[config.mk]
export PLATFORM = sky130hd
export DESIGN_NAME = instr_fetch_queue_flat
export DESIGN_NICKNAME = d
export VERILOG_FILES = /design/src/rtl/ifq_pkg.sv /design/src/rtl/instr_fetch_queue_if.sv /design/src/rtl/ifq_fifo.sv /design/src/rtl/instr_fetch_queue.sv /design/src/flat_wrapper.sv
export SDC_FILE = /design/constraint.sdc
export NUM_CORES = 1
export LEC_CHECK = 0
export BUFFER_PORTS_ARGS = -buffer_cell sky130_fd_sc_hd__buf_2
export CAP_MARGIN = 20
export CORE_MARGIN = 2
export CORE_UTILIZATION = 57
export DETAILED_ROUTE_END_ITERATION = 7
export PLACE_DENSITY = 0.81
export SLEW_MARGIN = 10
export SYNTH_ARGS = -nofsm -noshare
export SYNTH_HDL_FRONTEND = slang
export SYNTH_SLANG_ARGS = --single-unit
[constraint.sdc]
create_clock -name clk -period 5.8 [get_ports clk]
set_clock_uncertainty 0.05 [all_clocks]
set_input_delay 1.45 -clock clk [delete_from_list [all_inputs] [get_ports clk]]
set_output_delay 1.45 -clock clk [all_outputs]
set_load 0.01 [all_outputs]
[src/rtl/ifq_pkg.sv]
// Shared types and constants for the instruction fetch queue.
package ifq_pkg;

   localparam logic [31:0] IFQ_RESET_PC = 32'h0040_0000;
   localparam logic [31:0] IFQ_NOP      = 32'h0000_0013;

   typedef struct packed {
      logic [31:0] pc;
      logic [31:0] icode;
   } ifq_entry_t;

endpackage

[src/rtl/instr_fetch_queue_if.sv]
// Fetch-side bus: instruction memory request/response plus dispatch/redirect.
// master = the fetch queue, slave = memory and dispatch.
interface instr_fetch_queue_if;
   logic        imem_req;
   logic [31:0] imem_addr;
   logic        imem_rvalid;
   logic [31:0] imem_rdata;
   logic [31:0] ifq_icode;
   logic [31:0] ifq_pc;
   logic        ifq_empty;
   logic        dispatch_rd;
   logic [31:0] jump_branch_add;
   logic        jump_branch_valid;

   modport master (
      output imem_req, imem_addr, ifq_icode, ifq_pc, ifq_empty,
      input  imem_rvalid, imem_rdata, dispatch_rd, jump_branch_add, jump_branch_valid
   );

   modport slave (
      input  imem_req, imem_addr, ifq_icode, ifq_pc, ifq_empty,
      output imem_rvalid, imem_rdata, dispatch_rd, jump_branch_add, jump_branch_valid
   );
endinterface

[src/rtl/ifq_fifo.sv]
// Synchronous FIFO of {pc, icode} entries with flush; head is read straight
// from storage so the oldest entry is visible without an extra cycle.
module ifq_fifo
   import ifq_pkg::*;
#(
   parameter int DEPTH = 8
) (
   input  logic                   clk,
   input  logic                   rst,
   input  logic                   push,
   input  logic                   pop,
   input  logic                   flush,
   input  ifq_entry_t             din,
   output ifq_entry_t             head,
   output logic [$clog2(DEPTH):0] count,
   output logic                   empty
);
   localparam int AW = $clog2(DEPTH);

   ifq_entry_t      mem_q [DEPTH];
   ifq_entry_t      mem_d [DEPTH];
   logic [AW-1:0]   head_q, head_d;
   logic [AW-1:0]   tail_q, tail_d;
   logic [AW:0]     count_q, count_d;
   logic            do_pop;

   // Next pointers/storage; flush wins over push and pop.
   always_comb begin
      mem_d   = mem_q;
      head_d  = head_q;
      tail_d  = tail_q;
      count_d = count_q;
      do_pop  = pop && (count_q != '0);
      if (flush) begin
         head_d  = '0;
         tail_d  = '0;
         count_d = '0;
      end else begin
         if (push) begin
            mem_d[tail_q] = din;
            tail_d        = tail_q + AW'(1);
         end
         if (do_pop) begin
            head_d = head_q + AW'(1);
         end
         count_d = count_q + (AW+1)'(push) - (AW+1)'(do_pop);
      end
   end

   // Storage and pointer registers.
   always_ff @(posedge clk) begin
      if (rst) begin
         mem_q   <= '{default: '0};
         head_q  <= '0;
         tail_q  <= '0;
         count_q <= '0;
      end else begin
         mem_q   <= mem_d;
         head_q  <= head_d;
         tail_q  <= tail_d;
         count_q <= count_d;
      end
   end

   assign head  = mem_q[head_q];
   assign count = count_q;
   assign empty = (count_q == '0);

endmodule

[src/rtl/instr_fetch_queue.sv]
// Fetch address generation, outstanding/drop tracking and the instruction queue.
// Each live request reserves a queue slot at issue time, so responses can
// always be pushed without backpressure on memory.
module instr_fetch_queue
   import ifq_pkg::*;
#(
   parameter int          DEPTH    = 8,
   parameter int          MAX_OUT  = 2,
   parameter logic [31:0] RESET_PC = IFQ_RESET_PC
) (
   input logic                 clk,
   input logic                 rst,
   instr_fetch_queue_if.master bus
);
   localparam int CW = $clog2(DEPTH) + 1;
   localparam int OW = $clog2(MAX_OUT + 1);

   logic [31:0]   fetch_pc_q, fetch_pc_d;
   logic [31:0]   resp_pc_q, resp_pc_d;
   logic [OW-1:0] out_q, out_d;
   logic [OW-1:0] drop_q, drop_d;

   logic [CW-1:0] count;
   logic          empty;
   ifq_entry_t    head;
   ifq_entry_t    push_entry;
   logic          issue, drop_rsp, push, pop, jump, rvalid;
   logic [31:0]   live_total, target;

   assign jump   = bus.jump_branch_valid;
   assign rvalid = bus.imem_rvalid;
   assign target = {bus.jump_branch_add[31:2], 2'b00};

   // Issue decision, response routing and next counter/pc values.
   always_comb begin
      live_total = 32'(count) + 32'(out_q) - 32'(drop_q);
      issue      = !rst && !jump && (out_q < OW'(MAX_OUT)) && (live_total < 32'(DEPTH));
      drop_rsp   = rvalid && (drop_q != '0);
      push       = rvalid && !drop_rsp && !jump;
      pop        = bus.dispatch_rd && !jump;
      push_entry = '{pc: resp_pc_q, icode: bus.imem_rdata};

      fetch_pc_d = fetch_pc_q;
      resp_pc_d  = resp_pc_q;
      out_d      = out_q + OW'(issue) - OW'(rvalid);
      drop_d     = drop_q;
      if (jump) begin
         // Everything still in flight belongs to the old stream.
         fetch_pc_d = target;
         resp_pc_d  = target;
         drop_d     = out_q - OW'(rvalid);
      end else begin
         if (issue)    fetch_pc_d = fetch_pc_q + 32'd4;
         if (push)     resp_pc_d  = resp_pc_q + 32'd4;
         if (drop_rsp) drop_d     = drop_q - OW'(1);
      end
   end

   // Fetch/response pcs and request accounting.
   always_ff @(posedge clk) begin
      if (rst) begin
         fetch_pc_q <= RESET_PC;
         resp_pc_q  <= RESET_PC;
         out_q      <= '0;
         drop_q     <= '0;
      end else begin
         fetch_pc_q <= fetch_pc_d;
         resp_pc_q  <= resp_pc_d;
         out_q      <= out_d;
         drop_q     <= drop_d;
      end
   end

   ifq_fifo #(.DEPTH(DEPTH)) u_fifo (
      .clk   (clk),
      .rst   (rst),
      .push  (push),
      .pop   (pop),
      .flush (jump),
      .din   (push_entry),
      .head  (head),
      .count (count),
      .empty (empty)
   );

   assign bus.imem_req  = issue;
   assign bus.imem_addr = fetch_pc_q;
   assign bus.ifq_empty = empty;
   assign bus.ifq_pc    = empty ? 32'h0 : head.pc;
   assign bus.ifq_icode = empty ? IFQ_NOP : head.icode;

endmodule

[src/flat_wrapper.sv]
// flat-port wrapper written by rule: the top's interface ports become plain ports
module instr_fetch_queue_flat import ifq_pkg::*;
#(
   parameter int          DEPTH    = 8,
   parameter int          MAX_OUT  = 2,
   parameter logic [31:0] RESET_PC = IFQ_RESET_PC
)
  (clk, rst, bus_imem_req, bus_imem_addr, bus_ifq_icode, bus_ifq_pc, bus_ifq_empty, bus_imem_rvalid, bus_imem_rdata, bus_dispatch_rd, bus_jump_branch_add, bus_jump_branch_valid);
  instr_fetch_queue_if bus_i ();
  input logic clk;
  input logic rst;
  output wire logic [$bits(bus_i.imem_req)-1:0] bus_imem_req;
  output wire logic [$bits(bus_i.imem_addr)-1:0] bus_imem_addr;
  output wire logic [$bits(bus_i.ifq_icode)-1:0] bus_ifq_icode;
  output wire logic [$bits(bus_i.ifq_pc)-1:0] bus_ifq_pc;
  output wire logic [$bits(bus_i.ifq_empty)-1:0] bus_ifq_empty;
  input wire logic [$bits(bus_i.imem_rvalid)-1:0] bus_imem_rvalid;
  input wire logic [$bits(bus_i.imem_rdata)-1:0] bus_imem_rdata;
  input wire logic [$bits(bus_i.dispatch_rd)-1:0] bus_dispatch_rd;
  input wire logic [$bits(bus_i.jump_branch_add)-1:0] bus_jump_branch_add;
  input wire logic [$bits(bus_i.jump_branch_valid)-1:0] bus_jump_branch_valid;
  assign bus_imem_req = bus_i.imem_req;
  assign bus_imem_addr = bus_i.imem_addr;
  assign bus_ifq_icode = bus_i.ifq_icode;
  assign bus_ifq_pc = bus_i.ifq_pc;
  assign bus_ifq_empty = bus_i.ifq_empty;
  assign bus_i.imem_rvalid = bus_imem_rvalid;
  assign bus_i.imem_rdata = bus_imem_rdata;
  assign bus_i.dispatch_rd = bus_dispatch_rd;
  assign bus_i.jump_branch_add = bus_jump_branch_add;
  assign bus_i.jump_branch_valid = bus_jump_branch_valid;
  instr_fetch_queue #(.DEPTH(DEPTH), .MAX_OUT(MAX_OUT), .RESET_PC(RESET_PC)) u_core (.clk(clk), .rst(rst), .bus(bus_i));
endmodule
==> Word-level counts from Yosys, hierarchy flattened <==
Index checks and enable logic that the tools add are counted.
{ "word_totals": {"regBits": 590, "in_bits": 69, "out_inout_bits": 98} }
{ "classes": {"n_addsub": 12, "magnitude_cmp": 5, "n_mux": 14, "n_bitwise": 3, "n_reduce_logical": 20} }
{ "ops": {"columns": ["cell", "n"], "rows": [
  ["$bwmux W512", 1],
  ["$bmux W64 S3", 1],
  ["$demux W64 S3", 1],
  ["$mux W32", 6],
  ["$mux W64", 3],
  ["$add A32 B3 Y32 const B", 2],
  ["$lt A32 B4 Y1 const B", 1],
  ["$sub A32 B2 Y32", 1],
  ["$logic_and A1 B1 Y1", 9],
  ["$ge A4 B4 Y1 const B", 2],
  ["$not A3 Y4", 2],
  ["$reduce_bool A2 Y1", 4],
  ["$add A3 B1 Y3 const B", 2],
  ["$add A4 B2 Y5", 1],
  ["$add A4 B1 Y4", 1],
  ["$logic_not A4 Y1", 1],
  ["$lt A4 B1 Y1 const B", 1],
  ["$mux W2", 2],
  ["$reduce_bool A4 Y1", 1],
  ["$sub A2 B1 Y2", 2],
  ["$sub A4 B1 Y4", 1],
  ["$logic_not A1 Y1", 3],
  ["$add A2 B1 Y2", 1],
  ["$lt A2 B2 Y1 const B", 1],
  ["4 further kinds", 4]
]} }

==> Depth between registers and ports, before layout <==
Gate-level depths: netlist of run 1.
{ "depth": {"ltp_word": 7, "depth_mapped": 15, "depth_no_buf": 14} }

==> Cells and area by module <==
A second synthesis of run 1 with hierarchy kept.
{ "unflattened": {"cells_unflattened": 2665, "hier_area_um2": 28604.9} }
{ "by_module_without_submodules": {"columns": ["module", "instances", "cells_per_inst", "area_per_inst_um2", "seq_area_each_um2"], "rows": [
  ["ifq_fifo", 1, 2085, 24200.7, 10450.0],
  ["instr_fetch_queue", 1, 580, 4404.2, 1281.2]
]} }

==> Least setup slack after synthesis of run 1 <==
OpenSTA, ideal clock, no wires.
{ "synth_path": {"path_kind": "register to output", "start": "register u_core.u_fifo.count_q[0], in the netlist u_core.u_fifo.count[0]", "end": "output port bus_imem_req", "t_arrival_ns": 2.831, "t_required_ns": 4.300, "setup_slack_ns": 1.469, "stages_incl_launch_ff": 12, "n_path_buf": 1, "path_cell_list": "dfxtp_1 -> ha_1 -> fa_1 -> ha_1 -> a211oi_2 -> and2_1 -> ha_1 -> or3b_2 -> buf_2 -> nor2_1 -> nand2_1 -> clkinv_1"} }
{ "synth_via": {"elab_chain_cells": 4} }
{ "synth_lines": {"columns": ["item", "line", "rtl"], "rows": [
  ["start: declaration", "ifq_fifo.sv:24", "logic [AW:0] count_q, count_d;"],
  ["start signal: assignment", "ifq_fifo.sv:61", "count_q <= count_d;"],
  ["$add A4 B2 Y5", "instr_fetch_queue.sv:36", "live_total = 32'(count) + 32'(out_q) - 32'(drop_q);"],
  ["$sub A32 B2 Y32", "instr_fetch_queue.sv:36", null],
  ["$lt A32 B4 Y1", "instr_fetch_queue.sv:37", "issue = !rst && !jump && (out_q < OW'(MAX_OUT)) && (live_total < 32'(DEPTH));"],
  ["$logic_and A1 B1 Y1", "instr_fetch_queue.sv:37", null],
  ["end: declaration", "flat_wrapper.sv:12", "output wire logic [$bits(bus_i.imem_req)-1:0] bus_imem_req;"]
]} }
Every way passes these cells.

==> Worst setup path after layout of run 1 <==
Same ends and word-level chain as after synthesis.

==> impl_table.tex, run 1 <==
\begin{tabular}{lr}
\hline
Metric & Value \\
\hline
\multicolumn{2}{l}{\textbf{STA}} \\
RSZ-0062 raised after global routing & false \\
Final critical-path share of the clock period & between 90\% and 100\% \\
Final setup slack of the worst path & just over 0.4 ns \\
Tightest Pin Transition & approximately 1.4 ns \\
Number of endpoints failing setup at the final stage & 0 \\
Maximum clock frequency & 186 MHz \\
Hold violation count in the final report & 0 \\
Summed negative setup slack over all endpoints & 0 ns \\
Max Slew Vio Count & 0 \\
Time the worst path needs with I/O delays and setup & 5.39 ns \\
Slew margin rel. & between 8 and 9\% \\
\multicolumn{2}{l}{\textbf{Worst setup path}} \\
Register-to-register setup slack & approximately 2.0 ns \\
Category of the most critical setup path & reg -> out \\
Worst Path Max Fanout & 9 \\
Startpoint kind of the worst setup timing path & flop \\
Arrival time reported for the critical path endpoint & slightly below 4 ns \\
Reg-to-reg critical path startpoint & u\_core.u\_fifo.count[0] \\
Required time of the worst setup path & about 4.3 ns \\
Category of cells accounting for the largest share of critical-path delay & adder cells \\
Register-to-Register Path Depth & 11 \\
Count of buffering cells on the critical path with inverters included & 2 \\
Critical Path End Type & primary output \\
Cell with the largest stage delay on the worst path & sky130\_fd\_sc\_hd\_\_or3b\_2 \\
Cell breakdown of the critical path & ha\_1 > fa\_1 > ha\_1 > a211oi\_2 > and2\_1 > ha\_1 > or3b\_2 > nor2\_1 > nand2\_1 > clkinv\_1 > buf\_2 \\
Terminus of the critical flop-to-flop path & u\_core.bus.imem\_addr[15] \\
Delay of the slowest cell on the worst path & $\sim$0.57 ns \\
Most repeated library cell on the critical path & sky130\_fd\_sc\_hd\_\_ha\_1 \\
\multicolumn{2}{l}{\textbf{Die}} \\
Die Span Y & between 200 and 250 µm \\
Starting utilization of the core area & $\sim$58\% \\
Die area & between 40000 and 50000 µm² \\
Boundary pin count & $\sim$170 \\
Width of the die & between 200 and 250 µm \\
Standard cell core area & around 44000 µm² \\
Number of placement rows & 77 \\
\multicolumn{2}{l}{\textbf{Clock network}} \\
Later-pin clock latency in the skew report & 0.61 ns \\
Clock edge transition at the registers on the reported setup and hold paths & about 0.060 ns \\
CTS sink cnt & 570 \\
Number of levels in the clock H-tree & 2 \\
PostCTS Resize Cnt & 0 \\
Number of buffers added to fix hold violations after cts & 0 \\
CTS max path bufs & 3 \\
Clock tree from TritonCTS & done \\
CTS Root Cell & sky130\_fd\_sc\_hd\_\_clkbuf\_16 \\
Number of setup buffers added after CTS & 0 \\
TritonCTS Buffers & 55 \\
\multicolumn{2}{l}{\textbf{Outcome}} \\
Failing checks & design-rule violations \\
Status & finished, violations left \\
\multicolumn{2}{l}{\textbf{Hold path}} \\
Worst hold endpoint & u\_core.u\_fifo.mem\_q[74] \\
Number of cells traversed by the worst hold path & 2 \\
Hold path startpoint & u\_core.u\_fifo.mem\_q[74] \\
Worst min path class & reg -> reg \\
\multicolumn{2}{l}{\textbf{Layout}} \\
Seq. cell area & $\sim$11000 µm² \\
Footprint of the multi-input gates & 13000 µm² \\
Total number of nets in the final design & between 3000 and 4000 \\
Fraction of layout instances using a drive strength above 1 & 14.0\% \\
Final design utilization & 63.6\% \\
Fill cell count & between 3000 and 4000 \\
Synthesis-to-finish area growth & 10.2\% \\
\multicolumn{2}{l}{\textbf{Drt}} \\
First drt pass iteration count & 8 \\
Number of vias after detailed routing & 23043 \\
Overall routed net length & $\sim$75 mm \\
Average wire length per cell after detail routing & just over 20 µm \\
Via density & approximately 6.3 \\
\# DRC & 2 \\
Detailed Route Iter0 Violations & just under 3000 \\
Antenna-violating nets left & 0 \\
\multicolumn{2}{l}{\textbf{Placed design}} \\
Last weighted congestion value of the routability-driven placer & 0.896 \\
Input/output buffers & 160 \\
Placed wire-length estimate after detailed placement & 41.8 mm \\
Post-place setup slack & 1.07 ns \\
\multicolumn{2}{l}{\textbf{Synth}} \\
Share of synthesized flip-flops with an asynchronous set or reset & 0\% \\
Cell variety after synth & 65 \\
Register bit total from synthesis & 570 \\
Share of synthesized area occupied by flip-flops and latches & 44.6\% \\
Area of the mapped netlist & $\sim$26000 µm² \\
Post-synth EDFFs & 0 \\
Synth warnings & 0 \\
Top\_reg\_cell synth & sky130\_fd\_sc\_hd\_\_dfxtp\_1 \\
Synthesized area per cell & 8.31 µm² \\
Count of mapped cells out of synthesis & a little over 3000 \\
\multicolumn{2}{l}{\textbf{GRT}} \\
Initial antenna violation count & 1 \\
First-pass GRT wire length & about 120 mm \\
Number of global-route vias before repair & 22579 \\
Global Route Usage Sum & 31.2\% \\
Pin count of the biggest net entering global routing & about 270 \\
Aggregate global routing overflow & 0 \\
\multicolumn{2}{l}{\textbf{Power}} \\
Total power per unit cell area & around 300 nW/µm² \\
Maximum resistive drop on vdd & 0.000222 V \\
Leakage power total & 0.00914 µW \\
\multicolumn{2}{l}{\textbf{Flow run}} \\
Maximum Capacitance Violations & 0 \\
\hline
\end{tabular}
## how the worst max path moves through the flow
stage	from	to	slack [ns]	depth (start not counted)
finish	u_core.u_fifo.count[0]	bus_imem_req	0.41	11
floorplan	u_core.u_fifo.count[0]	bus_imem_req	1.47	11
detailed placement	u_core.u_fifo.count[0]	bus_imem_req	1.07	11
global placement	rst	bus_imem_req	1.08	6
global route	u_core.u_fifo.count[0]	bus_imem_req	0.24	11
CTS	u_core.u_fifo.count[0]	bus_imem_req	0.43	11
## per-layer routing
| metal | vias up | wire length (µm) | part of all wire [%] | global-route usage, % |
|---|---|---|---|---|
| li1 | 10352 | - | - | - |
| met1 | 11033 | 28400 | 38 | 40.5 |
| met2 | 1424 | 35200 | 47 | 51.3 |
| met3 | 234 | 8170 | 11 | 5.31 |
| met4 | 0 | 2850 | 3.8 | 14.1 |
| met5 | - | 0 | 0 | 0 |
## tightest hold or removal path: cells and delay by family (launching register included)
kind | cells | cell delay, ns
compound gates | 1 | 0.05
flops | 1 | 0.31
simple gates | 1 | 0.05
## kinds of logic after synthesis
group           Yosys count  share of synthesized area (%)
xor+xnor                 36                           1.23
simple gates           1329                           21.3
mux                     185                           13.3
fa+ha+maj                20                           1.04
buf+inv                 320                           5.13
compound gates          620                           13.4
other cells               1                         0.0147
flops                   570                           44.6
## placed cells by master, fill, tap and decap left out, types with 4 or more instances in the layout
| master | Yosys | final |
|---|---|---|
| sky130_fd_sc_hd__nor3_1 | 17 | 17 |
| sky130_fd_sc_hd__or4_1 | 9 | 9 |
| sky130_fd_sc_hd__o21ai_0 | 7 | 7 |
| sky130_fd_sc_hd__o211ai_1 | 9 | 9 |
| sky130_fd_sc_hd__nand3_1 | 28 | 26 |
| sky130_fd_sc_hd__a21o_1 | 4 | 4 |
| sky130_fd_sc_hd__nor2b_1 | 10 | 10 |
| sky130_fd_sc_hd__nand4_1 | 37 | 37 |
| sky130_fd_sc_hd__buf_2 | 77 | 159 |
| sky130_fd_sc_hd__o311ai_0 | 6 | 6 |
| sky130_fd_sc_hd__nor2_1 | 110 | 108 |
| sky130_fd_sc_hd__inv_1 | 18 | 18 |
| sky130_fd_sc_hd__dfxtp_1 | 570 | 567 |
| sky130_fd_sc_hd__nand2b_1 | 5 | 5 |
| sky130_fd_sc_hd__and3_1 | 16 | 16 |
| sky130_fd_sc_hd__buf_12 | 0 | 10 |
| sky130_fd_sc_hd__clkbuf_1 | 195 | 13 |
| sky130_fd_sc_hd__and4_1 | 6 | 6 |
| sky130_fd_sc_hd__o22ai_1 | 4 | 4 |
| sky130_fd_sc_hd__clkbuf_16 | 0 | 56 |
| sky130_fd_sc_hd__buf_4 | 4 | 33 |
| sky130_fd_sc_hd__clkbuf_8 | 0 | 10 |
| sky130_fd_sc_hd__nor4_1 | 10 | 10 |
| sky130_fd_sc_hd__nand2_1 | 1051 | 1050 |
| sky130_fd_sc_hd__xor2_1 | 10 | 10 |
| sky130_fd_sc_hd__o311a_1 | 4 | 4 |
| sky130_fd_sc_hd__a21boi_0 | 12 | 12 |
| sky130_fd_sc_hd__a21oi_1 | 506 | 506 |
| sky130_fd_sc_hd__o21a_1 | 7 | 7 |
| sky130_fd_sc_hd__and2_1 | 7 | 7 |
| sky130_fd_sc_hd__ha_1 | 18 | 18 |
| sky130_fd_sc_hd__a31oi_1 | 12 | 12 |
| sky130_fd_sc_hd__o41ai_1 | 4 | 4 |
| sky130_fd_sc_hd__xnor2_1 | 26 | 25 |
| sky130_fd_sc_hd__a211oi_1 | 15 | 15 |
| sky130_fd_sc_hd__clkinv_2 | 0 | 8 |
| sky130_fd_sc_hd__mux4_2 | 124 | 124 |
| sky130_fd_sc_hd__nor3b_4 | 0 | 4 |
| sky130_fd_sc_hd__mux2i_1 | 61 | 61 |
| sky130_fd_sc_hd__conb_1 | 1 | 4 |
## cell usage after synthesis, types with 4 or more instances
cell                       count  area [µm²]
sky130_fd_sc_hd__a211oi_1     15         113
sky130_fd_sc_hd__a21boi_0     12        90.1
sky130_fd_sc_hd__a21o_1        4        30.0
sky130_fd_sc_hd__a21oi_1     506        2530
sky130_fd_sc_hd__a31oi_1      12        75.1
sky130_fd_sc_hd__and2_1        7        43.8
sky130_fd_sc_hd__and3_1       16         100
sky130_fd_sc_hd__and4_1        6        52.6
sky130_fd_sc_hd__buf_1        23        86.3
sky130_fd_sc_hd__buf_2        77         385
sky130_fd_sc_hd__buf_4         4        30.0
sky130_fd_sc_hd__clkbuf_1    195         732
sky130_fd_sc_hd__dfxtp_1     570       11400
sky130_fd_sc_hd__ha_1         18         225
sky130_fd_sc_hd__inv_1        18        67.6
sky130_fd_sc_hd__mux2i_1      61         611
sky130_fd_sc_hd__mux4_2      124        2790
sky130_fd_sc_hd__nand2_1    1051        3950
sky130_fd_sc_hd__nand2b_1      5        31.3
sky130_fd_sc_hd__nand3_1      28         140
sky130_fd_sc_hd__nand4_1      37         231
sky130_fd_sc_hd__nor2_1      110         413
sky130_fd_sc_hd__nor2b_1      10        62.6
sky130_fd_sc_hd__nor3_1       17        85.1
sky130_fd_sc_hd__nor3b_2       4        50.1
sky130_fd_sc_hd__nor4_1       10        62.6
sky130_fd_sc_hd__o211ai_1      9        67.6
sky130_fd_sc_hd__o21a_1        7        52.6
sky130_fd_sc_hd__o21ai_0       7        35.0
sky130_fd_sc_hd__o22ai_1       4        25.0
sky130_fd_sc_hd__o311a_1       4        40.0
sky130_fd_sc_hd__o311ai_0      6        52.6
sky130_fd_sc_hd__o41ai_1       4        35.0
sky130_fd_sc_hd__or4_1         9        67.6
sky130_fd_sc_hd__xnor2_1      26         228
sky130_fd_sc_hd__xor2_1       10        87.6
## power breakdown
part | total [µW] | switching (µW) | internal (µW)
Sequential | 4080 | 107 | 3980
Clock | 3490 | 1510 | 1980
Combinational | 745 | 507 | 238
## registers in the layout, indices dropped and copies added (netlist names)
register / flops
u_core.resp_pc_q: 30
u_core.u_fifo.tail_q: 3
u_core.u_fifo.head_q: 3
u_core.bus.imem_addr: 30
u_core.u_fifo.mem_q: 496
u_core.drop_q: 2
u_core.u_fifo.count: 4
u_core.out_q: 2
## cell type report
| type | instances | area share (%) |
|---|---|---|
| clock inverter | 14 | 0.510 |
| inverter | 20 | 0.266 |
| multi-input combinational | 2194 | 45.9 |
| timing repair buffer | 204 | 4.52 |
| clock buffer | 79 | 5.63 |
| tap | 592 | 2.63 |
| sequential | 570 | 40.5 |
| antenna | 1 | 0.00887 |
## through the flow
stage	std cells	hold WS (ns)	cell area, µm²	total power, µW
after floorplan	3084	0.383	25600	4650
after global placement	3579	0.388	26500	4870
after detailed placement	3579	0.393	26500	4890
after CTS	3672	0.401	28200	8320
after global routing	3673	0.412	28200	8570
final	3674	0.401	28200	8320
Power figures use the tool's default switching activity.
==> run 2: changes to the inputs <==
--- a/config.mk
+++ b/config.mk
@@ -9,6 +9,7 @@
 export CAP_MARGIN = 20
 export CORE_MARGIN = 2
 export CORE_UTILIZATION = 57
+export CTS_BUF_LIST = sky130_fd_sc_hd__clkbuf_2 sky130_fd_sc_hd__clkbuf_4 sky130_fd_sc_hd__clkbuf_8
 export DETAILED_ROUTE_END_ITERATION = 7
 export PLACE_DENSITY = 0.81
 export SLEW_MARGIN = 10
==> run 2 against run 1 <==
- the run now ends clean
- clock-buffer cell count up 63
- core utilization up 0.46 points
- sequential power about the same
- via count up 0.13%
- cell area up 0.72%
- register-to-register slack worse by 0.11 ns
- total power up 1.1%
- die area unchanged
- maximum frequency down 1.9%
- combinational power up 0.7%
- non-clock buffer count up 1
==> impl_table.tex, run 2 (synthesized netlist as in run 1, its figures left out) <==
\begin{tabular}{lr}
\hline
Metric & Value \\
\hline
\multicolumn{2}{l}{\textbf{Outcome}} \\
Status & complete, no violations \\
\multicolumn{2}{l}{\textbf{Power}} \\
Total power per unit cell area & 296 nW/µm² (+0.41\%) \\
Final total power & 8410 µW (+1.1\%) \\
Maximum resistive drop on vdd & 0.000155 V (-30\%) \\
Leakage power total & 0.00932 µW (+1.9\%) \\
Part of the power in combinational logic & 8.9\% (about the same) \\
Sw Share & 26.1\% (+0.55 points) \\
Net switching power & 2200 µW (+3.3\%) \\
Pint & 6220 µW (+0.39\%) \\
Fraction of power consumed by the clock network & 42.6\% (+0.6 points) \\
Fraction of power consumed by sequential logic & 48.5\% (-0.6 points) \\
\multicolumn{2}{l}{\textbf{Placed design}} \\
Last weighted congestion value of the routability-driven placer & 0.896 (unchanged) \\
Post-place setup slack & 1.07 ns (unchanged) \\
Placed wire-length estimate after detailed placement & 41.8 mm (unchanged) \\
Input/output buffers & 160 (unchanged) \\
\multicolumn{2}{l}{\textbf{STA}} \\
Final critical-path share of the clock period & 94.7\% (+1.8 points) \\
Max Slew Vio Count & 0 (unchanged) \\
Maximum clock frequency & 182 MHz (-1.9\%) \\
Summed negative setup slack over all endpoints & 0 ns (unchanged) \\
Final setup slack of the worst path & 0.306 ns (-0.106 ns) \\
Slew margin rel. & 15.8\% (+7.0 points) \\
RSZ-0062 raised after global routing & false \\
Hold violation count in the final report & 0 (unchanged) \\
Time the worst path needs with I/O delays and setup & 5.49 ns (+0.106 ns) \\
Number of endpoints failing setup at the final stage & 0 (unchanged) \\
Tightest Pin Transition & 1.26 ns (-0.104 ns) \\
\multicolumn{2}{l}{\textbf{Clock network}} \\
Later-pin clock latency in the skew report & 0.66 ns (+0.05 ns) \\
CTS max path bufs & 3 (unchanged) \\
PostCTS Resize Cnt & 0 (unchanged) \\
CTS Root Cell & sky130\_fd\_sc\_hd\_\_clkbuf\_8 \\
Clock edge transition at the registers on the reported setup and hold paths & 0.07 ns (about the same) \\
Number of levels in the clock H-tree & 3 (+1) \\
CTS sink cnt & 570 (unchanged) \\
Number of buffers added to fix hold violations after cts & 0 (unchanged) \\
TritonCTS Buffers & 92 (+67\%) \\
Number of setup buffers added after CTS & 0 (unchanged) \\
Clock tree from TritonCTS & done \\
\multicolumn{2}{l}{\textbf{Layout}} \\
Most common cell after layout, fill and taps aside & sky130\_fd\_sc\_hd\_\_nand2\_1 \\
Total number of nets in the final design & 3172 (+1.2\%) \\
Synthesis-to-finish area growth & 11.0\% \\
Number of flip-flops in the largest register & 496 (unchanged) \\
Seq. cell area & 11400 µm² (unchanged) \\
Fill cell count & 3522 (-0.14\%) \\
Fraction of layout instances using a drive strength above 1 & 16.2\% (+2.2 points) \\
Footprint of the multi-input gates & 13000 µm² (unchanged) \\
Commonest cells after routing, fill and taps aside & 1050 x sky130\_fd\_sc\_hd\_\_nand2\_1, 567 x sky130\_fd\_sc\_hd\_\_dfxtp\_1, 506 x sky130\_fd\_sc\_hd\_\_a21oi\_1, 159 x sky130\_fd\_sc\_hd\_\_buf\_2, 124 x sky130\_fd\_sc\_hd\_\_mux4\_2 \\
Register containing the most flip-flops in the final layout & u\_core.u\_fifo.mem\_q \\
\multicolumn{2}{l}{\textbf{Worst setup path}} \\
Worst Path Max Fanout & 9 (unchanged) \\
Most repeated library cell on the critical path & sky130\_fd\_sc\_hd\_\_ha\_1 \\
Required time of the worst setup path & 4.30 ns (about the same) \\
Arrival time reported for the critical path endpoint & 3.99 ns (+0.10 ns) \\
Cell breakdown of the critical path & ha\_1 > fa\_1 > ha\_1 > a211oi\_2 > and2\_1 > ha\_1 > or3b\_2 > nor2\_1 > nand2\_1 > clkinv\_1 > buf\_2 \\
Cell with the largest stage delay on the worst path & sky130\_fd\_sc\_hd\_\_or3b\_2 \\
Critical Path End Type & primary output \\
Delay of the slowest cell on the worst path & 0.57 ns (about the same) \\
Startpoint kind of the worst setup timing path & flop \\
Category of the most critical setup path & reg -> out \\
\multicolumn{2}{l}{\textbf{GRT}} \\
Initial antenna violation count & 2 (+1) \\
Global Route Usage Sum & 31.3\% (+0.071 points) \\
Pin count of the biggest net entering global routing & 268 (unchanged) \\
Number of global-route vias before repair & 22727 (+0.66\%) \\
Aggregate global routing overflow & 0 (unchanged) \\
First-pass GRT wire length & 117 mm (about the same) \\
\multicolumn{2}{l}{\textbf{Die}} \\
Boundary pin count & 167 (unchanged) \\
Number of placement rows & 77 (unchanged) \\
Starting utilization of the core area & 57.8\% (unchanged) \\
Width of the die & 216 µm (unchanged) \\
Die Span Y & 216 µm (unchanged) \\
Die area & 46600 µm² (unchanged) \\
Standard cell core area & 44300 µm² (unchanged) \\
\multicolumn{2}{l}{\textbf{Drt}} \\
Number of vias after detailed routing & 23074 (+0.13\%) \\
\# DRC & 0 (-2) \\
Average wire length per cell after detail routing & 19.9 µm (-2.0\%) \\
Detailed Route Iter0 Violations & 2950 (-0.034\%) \\
Overall routed net length & 74.4 mm (-0.25\%) \\
First drt pass iteration count & 6 (-2) \\
Antenna-violating nets left & 0 (unchanged) \\
Via density & 6.17 (-1.6\%) \\
\multicolumn{2}{l}{\textbf{Flow run}} \\
Maximum Capacitance Violations & 0 (unchanged) \\
\multicolumn{2}{l}{\textbf{Hold path}} \\
Worst min path class & reg -> reg \\
\hline
\end{tabular}
## run 2: cell types whose count changed in the layout (fill, tap and decap cells not counted)
cell                        previous run  this run
sky130_fd_sc_hd__clkbuf_1             13         0
sky130_fd_sc_hd__clkbuf_16            56         0
sky130_fd_sc_hd__clkbuf_8             10       115
sky130_fd_sc_hd__clkinv_2              8         6
sky130_fd_sc_hd__clkinv_8              1         0
sky130_fd_sc_hd__inv_6                 1         5
sky130_fd_sc_hd__buf_16                0         1
sky130_fd_sc_hd__bufinv_16             2         1
sky130_fd_sc_hd__clkbuf_4              0        27
## run 2: worst paths after layout
check	to	cells past startpoint	slack, ns	start
max	bus_imem_req	11	0.31	u_core.out_q[0]
min	u_core.u_fifo.mem_q[74]	2	0.40	u_core.u_fifo.mem_q[74]
max reg2reg	u_core.bus.imem_addr[15]	11	1.89	u_core.out_q[0]
min reg2reg	u_core.u_fifo.mem_q[74]	2	0.40	u_core.u_fifo.mem_q[74]
## run 2: layout make-up
type	instances	share of cell area (%)
Multi-Input combinational cell	2194	45.6
Timing Repair Buffer	205	4.58
Clock buffer	142	6.28
Antenna cell	1	0.00881
Tap cell	592	2.61
Inverter	20	0.264
Clock inverter	14	0.432
Sequential cell	570	40.2
## run 2: worst max-delay path, delay by kind of cell (launching register included)
family	cells	cell delay (ns)
flops	1	0.38
fa+ha+maj	4	1.16
simple gates	4	1.02
compound gates	1	0.36
buf+inv	2	0.40
## run 2: metal layers
layer,track usage (%),part of all wire [%],wire (µm)
met1,40.4,38,28600
met2,51.1,47,35200
met3,5.92,11,8100
met4,14.5,3.4,2550
met5,0,0,0
## run 2: power groups by stage
stage	clock network [µW]	registers [µW]	logic [µW]
6_report	3580	4080	750
3_3_place_gp	0	4160	709
4_1_cts	3610	4080	734
2_1_floorplan	0	4110	541
5_1_grt	3790	4090	803
3_5_place_dp	0	4160	725
## run 2: through the flow
step           cells  hold slack, ns  util [%]  instance area [µm²]
6_report        3738           0.400      64.1                28400
5_1_grt         3737           0.412      64.1                28400
4_1_cts         3735           0.401      64.0                28400
3_5_place_dp    3579           0.393      59.7                26500
3_3_place_gp    3579           0.388      59.7                26500
2_1_floorplan   3084           0.383         -                25600
